File: src/rtl/sr_cmd_gen.sv
// sr_cmd_gen: synchronises and debounces two push buttons and turns accepted press edges into one-cycle SR commands.
// Optional macro SR_CMD_GEN_RESET_PRIORITY_EN: simultaneous presses issue r instead of being dropped.
module sr_cmd_gen #(
    parameter int DEBOUNCE_CYCLES = 4
) (
    input  logic clk,
    input  logic rst,
    input  logic set_in,
    input  logic reset_in,
    output logic s,
    output logic r,
    output logic set_db,
    output logic reset_db,
    output logic conflict
);
    localparam int CW = $clog2(DEBOUNCE_CYCLES + 1);
    localparam logic [CW-1:0] LAST = CW'(DEBOUNCE_CYCLES - 1);

    typedef enum logic [1:0] {IDLE_LOW, CHECK_HIGH, IDLE_HIGH, CHECK_LOW} state_t;

    // bit 0 is the set channel, bit 1 the reset channel
    logic [1:0] meta_q, sync_q, db_q, db_d, press;
    state_t st_q [2];
    state_t st_d [2];
    logic [CW-1:0] cnt_q [2];
    logic [CW-1:0] cnt_d [2];
    logic s_q, r_q, conflict_q, s_d, r_d, conflict_d;

    // debounce each channel: the idle states hold cnt at 0, so the accept test cnt==DEBOUNCE_CYCLES-1 also covers DEBOUNCE_CYCLES=1
    always_comb begin
        for (int i = 0; i < 2; i++) begin
            st_d[i]  = st_q[i];
            cnt_d[i] = '0;
            db_d[i]  = db_q[i];
            press[i] = 1'b0;
            case (st_q[i])
                IDLE_LOW, CHECK_HIGH: begin
                    if (!sync_q[i]) begin
                        st_d[i] = IDLE_LOW;
                    end else if (cnt_q[i] == LAST) begin
                        st_d[i]  = IDLE_HIGH;
                        db_d[i]  = 1'b1;
                        press[i] = 1'b1;
                    end else begin
                        st_d[i]  = CHECK_HIGH;
                        cnt_d[i] = cnt_q[i] + 1'b1;
                    end
                end
                IDLE_HIGH, CHECK_LOW: begin
                    if (sync_q[i]) begin
                        st_d[i] = IDLE_HIGH;
                    end else if (cnt_q[i] == LAST) begin
                        st_d[i] = IDLE_LOW;
                        db_d[i] = 1'b0;
                    end else begin
                        st_d[i]  = CHECK_LOW;
                        cnt_d[i] = cnt_q[i] + 1'b1;
                    end
                end
                default: st_d[i] = IDLE_LOW;
            endcase
        end
        s_d        = press[0] & ~press[1];
`ifdef SR_CMD_GEN_RESET_PRIORITY_EN
        r_d        = press[1];
`else
        r_d        = press[1] & ~press[0];
`endif
        conflict_d = press[0] & press[1];
    end

    // synchronisers, debounce state and registered commands; reset discards any count or pending pulse
    always_ff @(posedge clk) begin
        if (rst) begin
            meta_q     <= '0;
            sync_q     <= '0;
            db_q       <= '0;
            for (int i = 0; i < 2; i++) begin
                st_q[i]  <= IDLE_LOW;
                cnt_q[i] <= '0;
            end
            s_q        <= 1'b0;
            r_q        <= 1'b0;
            conflict_q <= 1'b0;
        end else begin
            meta_q     <= {reset_in, set_in};
            sync_q     <= meta_q;
            db_q       <= db_d;
            for (int i = 0; i < 2; i++) begin
                st_q[i]  <= st_d[i];
                cnt_q[i] <= cnt_d[i];
            end
            s_q        <= s_d;
            r_q        <= r_d;
            conflict_q <= conflict_d;
        end
    end

    assign s        = s_q;
    assign r        = r_q;
    assign conflict = conflict_q;
    assign set_db   = db_q[0];
    assign reset_db = db_q[1];
endmodule

File: config.mk
export PLATFORM = sky130hd
export DESIGN_NAME = sr_cmd_gen
export DESIGN_NICKNAME = d
export VERILOG_FILES = /design/src/rtl/sr_cmd_gen.sv
export SDC_FILE = /design/constraint.sdc
export NUM_CORES = 1
export LEC_CHECK = 0
export BUFFER_PORTS_ARGS = -buffer_cell sky130_fd_sc_hd__buf_4
export CAP_MARGIN = 20
export CORE_MARGIN = 8
export CORE_UTILIZATION = 44
export DETAILED_ROUTE_END_ITERATION = 7
export GPL_TIMING_DRIVEN = 1
export PLACE_DENSITY = 0.68
export SYNTH_ARGS = -nofsm -noshare
export SYNTH_HDL_FRONTEND = slang
export SYNTH_SLANG_ARGS = --single-unit
File: constraint.sdc
create_clock -name clk -period 2.55 [get_ports clk]
set_clock_uncertainty 0.2 [all_clocks]
set_input_delay 0.51 -clock clk [delete_from_list [all_inputs] [get_ports clk]]
set_output_delay 0.51 -clock clk [all_outputs]
set_load 0.1 [all_outputs]
== Word-level counts from Yosys, hierarchy flattened ==
Memory sizes are Yosys's and may differ from the RTL's.
Index checks and enable logic that the tools add are counted.
W data, S select, Z words.

* Add/sub/neg operators: 2
* Eq/ne operators: 16
* Mux-type cells: 41
* Bitwise logic cells: 9
* Reduce and logical (&&, ||, !) cells: 8

{| class="wikitable"
|+ Operator list
! cell !! count
|-
| $mux W3 || 8
|-
| $mux W2 || 10
|-
| $mux W1 || 17
|-
| $ne A2 B2 Y1 const B || 8
|-
| $pmux W3 S2 || 2
|-
| $eq A2 B2 Y1 const B || 4
|-
| $pmux W2 S2 || 2
|-
| $reduce_and A4 Y1 || 2
|-
| $reduce_or A2 Y1 || 4
|-
| $add A3 B1 Y3 const B || 2
|-
| $eq A3 B2 Y1 const B || 2
|-
| $eq A2 B1 Y1 const B || 2
|-
| $logic_not A2 Y1 || 2
|-
| $or A1 B1 Y1 || 4
|-
| $pmux W1 S2 || 2
|-
| $and A1 B1 Y1 || 3
|-
| $not A1 Y1 || 2
|}

* Register bits: 9
* RAM bits: 10
* Bits of input ports: 4
* Logic and storage cells: 85
* Memories: 2

{| class="wikitable"
|+ Memory list
! name !! words !! width !! read ports !! clocked after Yosys merged registers in !! write ports !! line !! source
|-
| cnt_q || 2 || 3 || 2 || 0 || 2 || 25 || <nowiki>logic [CW-1:0] cnt_q [2];</nowiki>
|-
| st_q || 2 || 2 || 2 || 0 || 2 || 23 || <nowiki>state_t st_q [2];</nowiki>
|}

== Logic depth before layout (Yosys ltp) ==
Gate-level depths: netlist of run 1.

* Word-level depth: 6
* Gate-level depth with buffers: 4
* Depth with buffers taken out: 4

== Worst setup path before layout of run 1 ==
OpenSTA, ideal clock, no wires.

* Path kind: register to output
* Start: register db_q[1]
* End: output reset_db
* Arrival time: 0.924 ns
* Slack: 0.916 ns
* Stages on the path, launching flop included: 1
* Path buffers: 0
* Path through: dfxtp_1

{| class="wikitable"
|+ RTL lines
! element !! line !! source
|-
| start: declaration || 22 || <nowiki>logic [1:0] meta_q, sync_q, db_q, db_d, press;</nowiki>
|-
| start signal: assignment || 77 || <nowiki>db_q <= '0;</nowiki>
|-
| start signal: assignment || 88 || <nowiki>db_q <= db_d;</nowiki>
|-
| end: declaration || 13 || <nowiki>output logic reset_db,</nowiki>
|}

No word-level cell between the ends.

== Worst setup path after layout of run 1 ==
* Start: register db_q[0]
* End: output set_db

{| class="wikitable"
|+ RTL lines
! element !! line !! source
|-
| end: declaration || 12 || <nowiki>output logic set_db,</nowiki>
|}

No word-level cell between the ends.

==> metrics.txt, run 1 <==
wire length of the first global-routing pass=1642 um; Total Nets Final=71; capture point of the worst reg-to-reg path=s; synthesized area divided by synthesized cell count=11.24 um2; number of DRC violations after detailed routing=0; Worst path slowest cell=dfxtp_1; number of cell instances on the worst register-to-register path=4; startpoint type of the worst setup path=flip-flop; setup slack of the critical path after layout=0.9105 ns; terminating pin of the worst hold path=meta_q[0]; largest fanout on the critical path=2; clock period minus final worst setup slack=1.640 ns; clock tree sinks=17; YS warnings=0; proportion of register bits with asynchronous set or reset after synthesis=0%; starting utilization of the core area=46.35%; post-synthesis instance total=53; TritonCTS clock tree=built; logic depth of the worst setup path including buffers=1; portion of the clock cycle consumed by the worst path in the final layout=64.29%; Layout Cell Area excl Fill=695.7 um2; switching power of the nets=89.50 uW; number of CTS-inserted buffers=3; WS Path Type=flip-flop to output port; WL final=872 um; number of hold buffers added after cts=0; maxcap violations=0; CTS max path bufs=2; P per Cell Area=612.4 nW/um2; buffers added on ports=8; Pleak=0.2790 nW; count of buffer and inverter cells on the critical path=1; critical path arrival=0.93 ns; setup slack on the worst flop-to-flop path=1.20 ns; number of distinct library cells after synthesis=24; largest vdd supply drop=0.2632 mV; H-tree levels=1; main flop type after synthesis=dfxtp_1; # diodes=0; post-placement worst setup slack=1.209 ns; share of total power in the clock network=33.4%; vias after detailed routing=399; antenna violations before repair=0; fraction of final layout cells sized beyond drive strength 1=23.44%; Min-Delay Startpoint=set_in; source-to-sink clock delay at the later pin of the worst-skew pair=0.29 ns; summed instance area of the synthesized netlist=595.6 um2; setup repair after global routing missed its margin=false; Hold/Removal Path Class=input pin to flip-flop; fmax=609.9 MHz; Seq pwr share=63.6%; longest individual stage delay on the worst path=0.35 ns; top cell family by delay on the critical path=flip-flops; y dimension of the die=52.79 um; portion of total power attributed to combinational logic=3.0%; Area Growth Syn to Fin=16.81%; Max Slew Vio Count=0; number of setup violations in the final report=0; number of gates resized after cts=0; mean routed wirelength per cell=11.04 um; Setup crit end kind=output port; Root Buffer Master=clkbuf_4; # IOs=9; cells along the critical path=buf_4; transition time at the pin with the least slew margin=0.2916 ns; headroom to the max-slew limit=80.42%; internal power component=336.5 uW; Post-DP Area=669.4 um2; data required time of the worst path=1.84 ns; detailed-route vias per instance=5.051; Rows=13; final number of hold-violating endpoints=0; Hold Path Depth=2; switching portion of total power=21.01%; Total Negative Setup Slacks=0 ns; width of the die=52.79 um; critical register-to-register path startpoint=cnt_q[0][3]; Clock Pin Slew Worst Setup and Hold Paths=0.10 ns; die outline area=2787 um2; post-DP HPWL=614.1 um; post-synthesis net count=59; outcome=complete, no violations; register bit total from synthesis=17; last weighted congestion value of the routability-driven placer=0.6451; number of flops mapped to enable cells by yosys=0; total core area=1285 um2; GRT Total Usage=8.338%; initial drt markers=3; sum of overflow across all layers after global routing=0; first-pass detailed-route iteration total=4; sequential-to-total area share from yosys stat=57.14%; vias in the first global route=406; Post-DRT Antenna Nets=0; maximum number of pins on one net before global-route repair=17; Post-CTS Setup Bufs=0
==> worst register-to-register path, delay by kind of cell (launching register included) <==
kind,cells,cell delay [ns]
flops,1,0.32
fa+ha+maj,1,0.22
simple gates,3,0.53
==> through the flow <==
step / hold WS (ns) / std cells / utilization [%] / total power [mW]
2_1_floorplan: 0.2080 / 53 / - / 0.2843
3_3_place_gp: 0.2147 / 75 / 52.09 / 0.2901
3_5_place_dp: 0.2234 / 75 / 52.09 / 0.2903
4_1_cts: 0.2225 / 79 / 54.14 / 0.4286
5_1_grt: 0.2081 / 79 / 54.14 / 0.4477
6_report: 0.2228 / 79 / 54.14 / 0.4260
==> kinds of logic after synthesis <==
family / after synthesis / synth area share, %
adder cells (fa/ha/maj): 2 / 4.201
buffers and inverters: 3 / 2.101
multiplexers: 1 / 1.681
flip-flops: 17 / 57.14
AND/OR/NAND/NOR: 23 / 26.89
AO/OA/AOI/OAI: 5 / 5.041
XOR/XNOR: 2 / 2.942
==> flip-flops by register name, summed over array words and instances (netlist names) <==
register and flops:
st_q 2, db_q 2, cnt_q 6, sync_q 2, s 1, conflict 1, meta_q 2, r 1
==> cell usage after synthesis (all sizes together) (2+ instances only) <==
library cell,count,area [um2]
a21oi,3,15.01
and2,2,13.77
and2b,2,16.27
dfxtp,17,340.3
ha,2,25.02
inv,2,7.510
nand2b,3,18.77
nor2b,4,25.02
nor3,2,15.01
nor3b,3,27.52
nor4b,2,17.52
o31ai,2,15.01
xnor2,2,17.52
==> final cells by class <==
type                            count  area, um2
Fill cell                         114      589.3
Sequential cell                    17      340.3
Multi-Input combinational cell     33      242.7
Timing Repair Buffer                8      60.06
Clock buffer                        4      26.28
Tap cell                           15      18.77
Inverter                            2      7.507
==> routing by layer <==
metal	vias to the layer above	part of all wire [%]	global-route usage, %
li1	202	-	-
met1	178	47	8.562
met2	14	38	10.94
met3	5	10	4.830
met4	0	4.8	9.052
met5	-	0	0
==> power by group through the flow <==
stage / Sequential [mW] / Clock, mW / Combinational (mW)
finish: 0.271 / 0.142 / 0.0128
global route: 0.272 / 0.161 / 0.0145
CTS: 0.271 / 0.144 / 0.0130
detailed placement: 0.277 / 0 / 0.0129
global placement: 0.277 / 0 / 0.0128
floorplan: 0.277 / 0 / 0.00734
==> how the worst max path moves through the flow <==
stage,from,end,slack (ns)
floorplan,db_q[1],reset_db,0.92
global placement,db_q[0],set_db,1.23
detailed placement,cnt_q[0][3],s,1.21
CTS,db_q[1],reset_db,0.90
global route,db_q[0],set_db,0.84
finish,db_q[0],set_db,0.91
==> placed cells by master (no fill, tap or decap), drive strengths merged <==
cell type and n:
a21oi 3, and2 2, nor3 2, nor3b 3, mux2i 1, clkbuf 4
nand3b 1, dfxtp 17, buf 8, nor2b 4, nor4 1, o31ai 2
nor2 1, xnor2 2, nor4b 2, ha 2, and2b 2, nand3 1
nand2 1, nand2b 3, inv 2
No activity file was read; power rests on OpenSTA's default activity.
==> inputs of run 2 (changes only) <==
- PLACE_DENSITY: 0.68 -> 0.71
- clock period: 2.55 -> 1.4 ns (I/O delays scaled with it)
==> run 2 against run 1 <==
  * Combinational power increased by 100%
  * Die area unchanged
  * Register-to-register slack got worse by 1.1 ns
  * Critical endpoint is now conflict
  * Wire length increased by 3.6%
==> metrics.txt, run 2 (synthesis gave the netlist of run 1 again) <==
number of flip-flops in the largest register=6 (unchanged); Clock Pin Slew Worst Setup and Hold Paths=0.09 ns (about the same); vias in the first global route=395 (-2.7%); Hold Path Depth=2 (unchanged); Hold/Removal Path Class=input pin to flip-flop; cells along the critical path=buf_4; maxcap violations=0 (unchanged); count of buffer and inverter cells on the critical path=1 (unchanged); last weighted congestion value of the routability-driven placer=0.6733 (+4.4%); fraction of final layout cells sized beyond drive strength 1=30.77% (+7.3 points); Rows=13 (unchanged); # IOs=9 (unchanged); clock tree sinks=17 (unchanged); Worst path slowest cell=dfxtp_1; critical path arrival=0.88 ns (-0.05 ns); vias after detailed routing=380 (-4.8%); largest reg by FF count=cnt_q; number of DRC violations after detailed routing=0 (unchanged); logic depth of the worst setup path including buffers=1 (unchanged); largest vdd supply drop=0.6768 mV (+160%); portion of total power attributed to combinational logic=3.3% (+0.3 points); starting utilization of the core area=46.35% (unchanged); post-DP HPWL=607 um (-1.2%); # diodes=0 (unchanged); headroom to the max-slew limit=80.79% (+0.36 points); Pleak=0.2882 nW (+3.3%); switching power of the nets=159.0 uW (+78%); top cell family by delay on the critical path=flip-flops; sum of overflow across all layers after global routing=0 (unchanged); total power consumption of the routed design=773.3 uW (+82%); Total Negative Setup Slacks=0 ns (unchanged); most frequent cells in the layout=dfxtp_1 (15), buf_4 (5), nor2b_1 (4); CTS max path bufs=2 (unchanged); Seq pwr share=63.9% (+0.3 points); TritonCTS clock tree=built; cell count after placement=75 (unchanged); fmax=734.8 MHz; WL final=903 um (+3.6%); buffers added on ports=8 (unchanged); die outline area=2787 um2 (unchanged); commonest non-fill, non-tap cell in the layout=dfxtp_1; total core area=1285 um2 (unchanged); number of setup violations in the final report=0 (unchanged); first-pass detailed-route iteration total=2 (-2); initial drt markers=4 (+1); GRT Total Usage=7.321% (-1.0 points); clock period minus final worst setup slack=1.361 ns; share of total power in the clock network=32.7% (-0.7 points); startpoint type of the worst setup path=flip-flop; number of cell instances on the worst register-to-register path=4 (unchanged); final number of hold-violating endpoints=0 (unchanged); Max Slew Vio Count=0 (unchanged); number of CTS-inserted buffers=3 (unchanged); antenna violations before repair=0 (unchanged); H-tree levels=1 (unchanged); wire length of the first global-routing pass=1552 um (-5.5%); Fin Hold WS=0.01731 ns (-0.2055 ns); mean routed wirelength per cell=11.29 um (+2.3%); switching portion of total power=20.56% (-0.45 points); data required time of the worst path=0.92 ns (-0.92 ns); largest fanout on the critical path=1 (-1); internal power component=614.4 uW (+83%); Total Nets Final=72 (+1.4%); Post-DRT Antenna Nets=0 (unchanged); maximum number of pins on one net before global-route repair=17 (unchanged); setup repair after global routing missed its margin=false; transition time at the pin with the least slew margin=0.2861 ns (-0.005426 ns); portion of the clock cycle consumed by the worst path in the final layout=97.20%; P per Cell Area=1058 nW/um2 (+73%); Post-CTS Setup Bufs=0 (unchanged); y dimension of the die=52.79 um (unchanged); longest individual stage delay on the worst path=0.32 ns (-0.03 ns); WS Path Type=flip-flop to output port; outcome=complete, no violations; Non-Filler Instances=80 (+1.3%); Area Growth Syn to Fin=22.69%; source-to-sink clock delay at the later pin of the worst-skew pair=0.28 ns (about the same); detailed-route vias per instance=4.750 (-6.0%); width of the die=52.79 um (unchanged); Setup crit end kind=output port; Root Buffer Master=clkbuf_4
run 2: what timing repair did:
action                     4_1_cts  5_1_grt
setup endpoints to repair        0        6
hold endpoints to repair         1        0
hold buffers                     1        0
resized for setup                0        6
run 2: final cells by class:
type / count / area [um2]
Fill cell: 113 / 554.3
Sequential cell: 17 / 342.8
Multi-Input combinational cell: 33 / 254.0
Timing Repair Buffer: 9 / 81.33
Clock buffer: 4 / 26.28
Tap cell: 15 / 18.77
Inverter: 2 / 7.507
run 2: path summary, 6_finish.rpt:
path	from	to	slack, ns
min reg2reg	cnt_q[0][3]	cnt_q[0][3]	0.24
min	reset_in	meta_q[1]	0.02
max	conflict	conflict	0.04
max reg2reg	cnt_q[0][3]	s	0.07
run 2: through the flow:
step | setup WS (ns) | util (%) | cell area (um2)
after CTS | 0.007473 | 55.11 | 708.2
after global routing | 0.00007810 | 56.86 | 730.7
final | 0.03916 | 56.86 | 730.7
after detailed placement | 0.03894 | 52.29 | 671.9
after floorplan | 0.01102 | - | 598.1
after global placement | 0.1213 | 52.29 | 671.9
run 2: routing by layer:
layer	up-vias	wire length, um	track usage, %
met3	2	81	3.693
li1	203	-	-
met4	0	11	5.172
met1	166	480	8.252
met5	-	0	0
met2	9	330	10.35
run 2: power by group through the flow:
stage                     sequential, mW  combinational (mW)  clock [mW]
final                              0.494              0.0259       0.253
after global routing               0.495              0.0290       0.284
after CTS                          0.494              0.0257       0.262
after detailed placement           0.505              0.0233           0
after global placement             0.505              0.0232           0
after floorplan                    0.504              0.0134           0
==> inputs of run 3 (changes only) <==
- ABC_AREA: not set -> 1
- PLACE_DENSITY: 0.71 -> 0.7
==> run 3 against run 2 <==
  * Synthesized area up 12%
  * Wire length up 7.2%
  * Worst hold slack better by 0.034 ns
  * Non-clock buffer count up 1
  * Highest routed layer is now met3
  * Global-route usage down 0.35 points
  * Sequential cell count unchanged
  * Critical path depth unchanged
  * Sequential share of layout area down 3.5 points
  * Critical endpoint is now set_db
  * Clock-buffer cell count unchanged
==> metrics.txt, run 3 <==
outcome=complete, no violations; portion of the clock cycle consumed by the worst path in the final layout=97.40% (+0.20 points); die outline area=3021 um2 (+8.4%); headroom to the max-slew limit=81.37% (+0.58 points); mean routed wirelength per cell=8.134 um (-28%); y dimension of the die=54.97 um (+4.1%); number of DRC violations after detailed routing=0 (unchanged); Hold Path Depth=2 (unchanged); Fin Hold WS=0.05086 ns (+0.03356 ns); Root Buffer Master=clkbuf_4; initial drt markers=3 (-1); number of setup violations in the final report=0 (unchanged); number of flip-flops in the largest register=6 (unchanged); Post-CTS Setup Bufs=0 (unchanged); Post-DRT Antenna Nets=0 (unchanged); vias in the first global route=428 (+8.4%); sequential-to-total area share from yosys stat=50.94% (-6.2 points); maximum number of pins on one net before global-route repair=11 (-6); WS Path Type=flip-flop to output port; wire length of the first global-routing pass=1587 um (+2.3%); fraction of post-synthesis cell area in the top cell type by area=50.94% (-6.2 points); # diodes=0 (unchanged); maxcap violations=0 (unchanged); H-tree levels=1 (unchanged); WL final=968 um (+7.2%); top cell family by delay on the critical path=flip-flops; final number of hold-violating endpoints=0 (unchanged); total core area=1471 um2 (+15%); cell types with the largest area share after synthesis=dfxtp_1 (51%), nand2_1 (12%), nor2_1 (10%), inv_1 (8.4%), ha_1 (3.7%); critical path arrival=0.88 ns (about the same); dominant cell type by area after synthesis=dfxtp_1; number of flops mapped to enable cells by yosys=0 (unchanged); CTS max path bufs=2 (unchanged); Setup crit end kind=output port; largest fanout on the critical path=2 (+1); most frequent cell after synthesis=nand2_1; Hold/Removal Path Class=input pin to flip-flop; transition time at the pin with the least slew margin=0.2817 ns (-0.004397 ns); startpoint type of the worst setup path=flip-flop; YS warnings=0 (unchanged); Max Slew Vio Count=0 (unchanged); Rows=14 (+1); Total Nets Final=110 (+53%); post-synthesis instance total=90 (+70%); total power consumption of the routed design=777.7 uW (+0.56%); number of CTS-inserted buffers=3 (unchanged); width of the die=54.97 um (+4.1%); number of distinct library cells after synthesis=13 (-46%); source-to-sink clock delay at the later pin of the worst-skew pair=0.27 ns (about the same); P per Cell Area=985.0 nW/um2 (-6.9%); vias after detailed routing=518 (+36%); Pleak=0.3852 nW (+34%); GRT Total Usage=6.973% (-0.35 points); # IOs=9 (unchanged); Clock Pin Slew Worst Setup and Hold Paths=0.10 ns (about the same); commonest non-fill, non-tap cell in the layout=nand2_1; Total Negative Setup Slacks=0 ns (unchanged); Area Growth Syn to Fin=18.16%; buffers added on ports=8 (unchanged); number of cell instances on the worst register-to-register path=6 (+2); antenna violations before repair=0 (unchanged); fmax=733.3 MHz (-0.21%); detailed-route vias per instance=4.353 (-8.4%); top cell types by occurrence after synthesis=nand2_1 (22), nor2_1 (18), dfxtp_1 (17); fraction of final layout cells sized beyond drive strength 1=23.30% (-7.5 points); proportion of register bits with asynchronous set or reset after synthesis=0% (unchanged); main flop type after synthesis=dfxtp_1; sum of overflow across all layers after global routing=0 (unchanged); Final Util=53.66% (-3.2 points); clock tree sinks=17 (unchanged); count of buffer and inverter cells on the critical path=1 (unchanged); first-pass detailed-route iteration total=4 (+2); post-DP HPWL=746.9 um (+23%); data required time of the worst path=0.92 ns (about the same); post-synthesis net count=96 (+63%); starting utilization of the core area=45.41% (-0.94 points); largest reg by FF count=cnt_q; TritonCTS clock tree=built; last weighted congestion value of the routability-driven placer=0.6964 (+3.4%); longest individual stage delay on the worst path=0.33 ns (about the same); summed instance area of the synthesized netlist=668.1 um2 (+12%); synthesized area divided by synthesized cell count=7.424 um2 (-34%); most frequent cells in the layout=nand2_1 (22), nor2_1 (18), inv_1 (15), dfxtp_1 (15), buf_4 (7); register bit total from synthesis=17 (unchanged); logic depth of the worst setup path including buffers=1 (unchanged); setup repair after global routing missed its margin=false; clock period minus final worst setup slack=1.364 ns (+0.002810 ns); cells along the critical path=buf_4; largest vdd supply drop=0.6548 mV (-3.3%); Worst path slowest cell=dfxtp_2
## run 3: layout make-up
cell class | count | area (um2)
Clock buffer | 4 | 26.28
Fill cell | 147 | 681.9
Inverter | 20 | 75.07
Multi-Input combinational cell | 52 | 241.5
Sequential cell | 17 | 342.8
Tap cell | 16 | 20.02
Timing Repair Buffer | 10 | 83.83
## run 3: per-layer routing
layer  wire, um  track usage (%)  vias up
met5          0                0        -
met4          0            3.600        0
met3         90            2.674        0
met2        441            11.32       11
met1        437            7.788      222
li1           -                -      285
## run 3: final timing paths
check	startpoint	to	slack (ns)
worst min-delay path	rst	sync_q[1]	0.05
worst min register to register	meta_q[0]	sync_q[0]	0.21
worst max register to register	cnt_q[0][0]	db_q[0]	0.18
worst max-delay path	db_q[0]	set_db	0.04
## run 3: cell families (layout without fill, tap and decap cells)
group | after synthesis | count (layout) | synth area share [%]
flip-flops | 17 | 17 | 50.94
AND/OR/NAND/NOR | 47 | 47 | 29.03
adder cells (fa/ha/maj) | 2 | 2 | 3.745
AO/OA/AOI/OAI | 3 | 3 | 3.371
buffers and inverters | 21 | 34 | 12.92
## run 3: stage by stage
step	setup WS, ns	cells	cell area, um2
6_report	0.03635	119	789.5
4_1_cts	0.01910	119	785.8
2_1_floorplan	0.01102	90	670.6
5_1_grt	0.002348	119	789.5
3_3_place_gp	0.2305	113	739.5
3_5_place_dp	0.1921	113	739.5
## run 3: what timing repair did
action / 4_1_cts / 5_1_grt
endpoints found under the hold margin: 2 / 0
hold buffers: 2 / 0
resized for setup: 0 / 1
endpoints found under the setup margin: 0 / 1
## run 3: where the power goes
part	internal, mW	total [mW]	leakage [nW]	switching [mW]
combinational	0.0161	0.0347	0.231	0.0186
clock	0.110	0.249	0.0150	0.139
sequential	0.490	0.494	0.139	0.00358
total	0.617	0.778	0.385	0.161
